### src/rtl/eeprom_arbiter.sv
// Shares the single-port save EEPROM RAM between the I2C engine and the host save-file port.
// Uses round-robin arbitration with a host exclusive lock, and tracks a dirty flag for write-back.
module eeprom_arbiter #(
  parameter int ADDR_W = 13,
  parameter int DATA_W = 8
) (
  input  logic              clk,
  input  logic              reset_n,
  input  logic              i2c_req,
  input  logic              i2c_we,
  input  logic [ADDR_W-1:0] i2c_addr,
  input  logic [DATA_W-1:0] i2c_wdata,
  output logic              i2c_ack,
  output logic [DATA_W-1:0] i2c_rdata,
  input  logic              host_req,
  input  logic              host_we,
  input  logic [ADDR_W-1:0] host_addr,
  input  logic [DATA_W-1:0] host_wdata,
  output logic              host_ack,
  output logic [DATA_W-1:0] host_rdata,
  input  logic              host_lock,
  input  logic              dirty_clr,
  output logic [ADDR_W-1:0] ram_addr,
  output logic              ram_we,
  output logic [DATA_W-1:0] ram_wdata,
  input  logic [DATA_W-1:0] ram_rdata,
  output logic              dirty,
  output logic              busy
);

  typedef enum logic [1:0] {IDLE, ACCESS, RDWAIT, DONE} state_e;
  typedef enum logic {GNT_I2C, GNT_HOST} grant_e;

  state_e            state_q, state_d;
  grant_e            grant_q, grant_d;  // last winner; also owns the transaction while busy
  logic [ADDR_W-1:0] ram_addr_q, ram_addr_d;
  logic [DATA_W-1:0] ram_wdata_q, ram_wdata_d;
  logic              ram_we_q, ram_we_d;
  logic              i2c_ack_q, i2c_ack_d;
  logic              host_ack_q, host_ack_d;
  logic [DATA_W-1:0] i2c_rdata_q, i2c_rdata_d;
  logic [DATA_W-1:0] host_rdata_q, host_rdata_d;
  logic              dirty_q, dirty_d;

  logic i2c_elig, host_elig, pick_host, pick_we, i2c_wr_strobe;

  always_comb begin
    // NOTE: every signal written here gets a default first, so no path can infer a latch.
    state_d      = state_q;
    grant_d      = grant_q;
    ram_addr_d   = ram_addr_q;
    ram_wdata_d  = ram_wdata_q;
    ram_we_d     = 1'b0;
    i2c_ack_d    = 1'b0;
    host_ack_d   = 1'b0;
    i2c_rdata_d  = i2c_rdata_q;
    host_rdata_d = host_rdata_q;

    i2c_elig  = i2c_req && !host_lock;
    host_elig = host_req;
    // Host wins when it is the only eligible side, or on a tie after an I2C grant.
    pick_host = host_elig && (!i2c_elig || grant_q == GNT_I2C);
    pick_we   = pick_host ? host_we : i2c_we;

    case (state_q)
      IDLE: begin
        if (i2c_elig || host_elig) begin
          state_d     = ACCESS;
          grant_d     = pick_host ? GNT_HOST : GNT_I2C;
          ram_addr_d  = pick_host ? host_addr : i2c_addr;
          ram_wdata_d = pick_host ? host_wdata : i2c_wdata;
          ram_we_d    = pick_we;
          // A write completes in the ACCESS cycle, so its ack is registered with the strobe.
          i2c_ack_d   = pick_we && !pick_host;
          host_ack_d  = pick_we && pick_host;
        end
      end
      ACCESS: state_d = ram_we_q ? IDLE : RDWAIT;
      RDWAIT: begin
        state_d = DONE;
        if (grant_q == GNT_HOST) begin
          host_rdata_d = ram_rdata;
          host_ack_d   = 1'b1;
        end else begin
          i2c_rdata_d = ram_rdata;
          i2c_ack_d   = 1'b1;
        end
      end
      DONE:    state_d = IDLE;
      default: state_d = IDLE;
    endcase

    i2c_wr_strobe = (state_q == ACCESS) && ram_we_q && (grant_q == GNT_I2C);
    // Set beats a coincident clear so a save cannot silently lose a fresh write.
    dirty_d = i2c_wr_strobe || (dirty_q && !dirty_clr);
  end

  // NOTE: sequential state uses non-blocking assignments so every flop samples pre-edge values.
  always_ff @(posedge clk or negedge reset_n) begin
    if (!reset_n) begin
      state_q      <= IDLE;
      grant_q      <= GNT_HOST;
      ram_addr_q   <= '0;
      ram_wdata_q  <= '0;
      ram_we_q     <= 1'b0;
      i2c_ack_q    <= 1'b0;
      host_ack_q   <= 1'b0;
      i2c_rdata_q  <= '0;
      host_rdata_q <= '0;
      dirty_q      <= 1'b0;
    end else begin
      state_q      <= state_d;
      grant_q      <= grant_d;
      ram_addr_q   <= ram_addr_d;
      ram_wdata_q  <= ram_wdata_d;
      ram_we_q     <= ram_we_d;
      i2c_ack_q    <= i2c_ack_d;
      host_ack_q   <= host_ack_d;
      i2c_rdata_q  <= i2c_rdata_d;
      host_rdata_q <= host_rdata_d;
      dirty_q      <= dirty_d;
    end
  end

  assign ram_addr   = ram_addr_q;
  assign ram_wdata  = ram_wdata_q;
  assign ram_we     = ram_we_q;
  assign i2c_ack    = i2c_ack_q;
  assign host_ack   = host_ack_q;
  assign i2c_rdata  = i2c_rdata_q;
  assign host_rdata = host_rdata_q;
  assign dirty      = dirty_q;
  assign busy       = (state_q != IDLE);

endmodule
### config.mk
export PLATFORM = sky130hd
export DESIGN_NAME = eeprom_arbiter
export DESIGN_NICKNAME = d
export VERILOG_FILES = /design/src/rtl/eeprom_arbiter.sv
export SDC_FILE = /design/constraint.sdc
export NUM_CORES = 1
export LEC_CHECK = 0
export CORE_MARGIN = 2
export CORE_UTILIZATION = 46
export CTS_BUF_LIST = sky130_fd_sc_hd__clkbuf_2
export DETAILED_ROUTE_END_ITERATION = 16
export HOLD_SLACK_MARGIN = 0.06
export PLACE_DENSITY = 0.88
export SETUP_SLACK_MARGIN = 0.15
export SYNTH_ARGS = -nofsm -noshare
export SYNTH_HDL_FRONTEND = slang
export SYNTH_SLANG_ARGS = --single-unit
export TNS_END_PERCENT = 20
### constraint.sdc
create_clock -name clk -period 3 [get_ports clk]
set_input_delay 0.75 -clock clk [delete_from_list [all_inputs] [get_ports clk]]
set_output_delay 0.75 -clock clk [all_outputs]
set_load 0.03 [all_outputs]
==> parameters.txt <==
Parameter                              Value

Floorplanning
  Effective utilization at floorplan    46.8%
  Std-Cell Core Area    4660 µm²
  Die Y-Extent    72.9 µm
  Total Die Area    5310 µm²
  Die Wd    72.9 µm
  Count of standard-cell rows    25
  I/O Pins    100

Worst setup path
  R2r setup slk    1210 ps
  Cell count of the worst reg-to-reg path    3
  Worst endpoint required time    2250 ps
  Reg-to-Reg End    ram_addr[11]
  Data arrival time of the critical path    1600 ps
  Stage delay of the slowest cell on the critical path    450 ps
  Cell chain of the critical path    or2_1 -> buf_4 -> dlymetal6s2s_1
  Critical path destination    busy
  Startpoint Class    flip-flop
  Crit path max fanout    24
  Crit path from    state_q[0]
  Kind of critical path    reg2out
  Launch instance of the worst register-to-register path    grant_q
  Cell at the slowest stage of the critical path    dfrtp_1
  Worst setup EP type    primary output

Layout
  Synth-to-Final Area Change    48.9%
  Antenna fix cells    0
  Post-Layout Cell Count    356
  Fraction of final layout cells with drive strength greater than 1    10.9%
  Net count of the finished layout    359

Yosys
  Cells after synthesis    209
  Cell type with the highest aggregate area in the netlist    dfrtp_1
  Most used standard cell by instance count after synthesis    dfrtp_1
  Netlist cell types    26
  Synthesized Nets    267
  Top cells by instance count after synthesis    43 x dfrtp_1, 25 x inv_1, 25 x o21ai_0
  Synthesized area divided by synthesized cell count    10.4 µm²
  Proportion of register bits with asynchronous set or reset after synthesis    100%
  Synthesized area    2180 µm²
  Top cells by area in the synthesized netlist    dfrtp_1 49%, a221oi_1 8.4%, mux2_2 8.3%, a22oi_1 7.2%, and2_1 6.0%
  Sequential share of the synthesized area    50.5%
  Main synth FF type    dfrtp_1
  Number of warnings printed during yosys synthesis    0
  Number of enable-type register cells in the synthesized netlist    0
  Area share of the largest cell type after synthesis    49.3%
  Flip-flop and latch count after synthesis    44

Routing
  Count of antenna-violating nets left after detailed routing    0
  First drt pass iteration count    4
  Via count normalized by instance count    5.61
  WL/cell    16.2 µm
  DR vias    1998
  Post-route DRC violation count    0
  Total Wirelength    5760 µm
  Violation count after the first detailed-route iteration    129

Global route
  Number of antenna violations at the first check in global routing    0
  Overall global routing resource usage    22.6%
  Global-route wire length before repair    9270 µm
  Largest net degree at the start of global routing    45
  Vias in the first global route    1964
  Grt ovf    0

Clock network
  Reg clk slew, reported paths    220 ps
  CTS H-Tree Depth    2
  Clock sink total    44
  Maximum buffer depth of the clock tree    2
  Root cell of the clock tree    clkbuf_2
  Clock insertion delay at the later pin of the skew report    410 ps
  CTS buffer count    5
  CTS hold repair buffers    0
  Clock tree from TritonCTS    done
  Buffers inserted during post-CTS setup optimization    0

Placed design
  Post-DP HPWL    4040 µm
  Placed cell count    348
  Buffers added on ports    99
  Gp weighted congestion    0.806
  Setup slack at placement    523 ps

Status
  Run status    complete, no violations

Timing
  Transition time at the pin with the least slew margin    953 ps
  Normalized max-slew margin    36.4%
  Final setup margin    646 ps
  Final Hold Slack    456 ps
  Maximum operating frequency    425 MHz
  Hold Violations, Final    0
  RSZ-0062 raised after global routing    no
  Accumulated negative setup slack    0 ps
  Final setup skew    10.5 ps
  Final-report setup violation count    0
  Ratio of final minimum period to clock period    78.5%
  Minimum clock period    2350 ps
  Final count of pins violating max slew    0

Flow run
  Number of max-capacitance violations reported    0

Pwr
  Static leakage    0.00138 µW
  PD cells    1010 nW/µm²
  Worst VDD drop    0.000380 V

Hold path
  Classification of the worst-slack hold path    in2async
-- cells in the final DEF (no fill, tap or decap), drive strengths merged, types with 2 or more instances in the layout --
cell	Yosys	routed
o21ai	25	25
inv	25	25
buf	6	6
nand3b	2	2
dfrtp	43	43
clkbuf	13	6
nand2b	2	2
a21o	2	2
clkdlybuf4s50	0	97
a221oi	21	21
and2	21	21
mux2	16	16
a22oi	21	21
-- routing by layer --
metal,share of wire [%],vias to the layer above,GRT usage [%],wire length (µm)
met3,6.2,5,5.66,360
met2,52,92,36.5,2980
met5,0,-,0,0
met1,41,970,30.1,2380
li1,-,931,-,-
met4,0.73,0,7.00,42
-- repair_timing --
action / 4_1_cts / 5_1_grt
gates resized for setup: 0 / 1
hold endpoints to repair: 0 / 0
endpoints found under the setup margin: 0 / 1
-- cells by family after synthesis --
| family | after synthesis | synth area share [%] |
|---|---|---|
| buffers and inverters | 44 | 8.48 |
| AOI/OAI and AO/OA | 73 | 23.6 |
| and+or+nand+nor | 32 | 9.17 |
| DFF | 44 | 50.5 |
| muxes | 16 | 8.25 |
-- how the worst min path moves through the flow --
stage | depth (start not counted) | endpoint
detailed placement | 1 | state_q[0]
CTS | 1 | host_rdata[4]
global route | 1 | host_rdata[1]
global placement | 1 | state_q[0]
floorplan | 0 | async pin
finish | 1 | i2c_rdata[3]
-- stage by stage --
step                cell area, µm²  total power [µW]  util, %
CTS                           3250              3290     69.7
finish                        3250              3280     69.7
detailed placement            3180              2970     68.3
global route                  3250              3450     69.7
global placement              3180              2910     68.3
floorplan                     2180              2200        -
-- power breakdown --
| part | total [µW] | switching, µW | leakage [µW] | internal (µW) |
|---|---|---|---|---|
| registers | 1060 | 172 | 0.000509 | 886 |
| logic | 1890 | 1040 | 0.000833 | 847 |
| clock network | 330 | 186 | 0.0000430 | 143 |
| total | 3280 | 1400 | 0.00138 | 1880 |
-- area by class of cell --
cell class / count / area [µm²]
Timing Repair Buffer: 104 / 1030
Clock buffer: 6 / 30.0
Multi-Input combinational cell: 121 / 896
Clock inverter: 2 / 35.0
Fill cell: 347 / 1410
Sequential cell: 44 / 1100
Inverter: 25 / 93.8
Tap cell: 54 / 67.6
-- sequential cells by signal, summed over array words and instances (netlist names), named ones only --
signal and count:
ram_we 1, i2c_rdata 8, ram_wdata 8, host_ack 1, state_q 1, dirty 1
i2c_ack 1, grant_q 1, ram_addr 13, host_rdata 8
-- critical path, delay by kind of cell, from the launching register on --
family / cells / cell delay, ps
buffers and inverters: 2 / 610
DFF: 1 / 450
and+or+nand+nor: 1 / 140
Note: power is estimated with default switching activity, not from simulation.
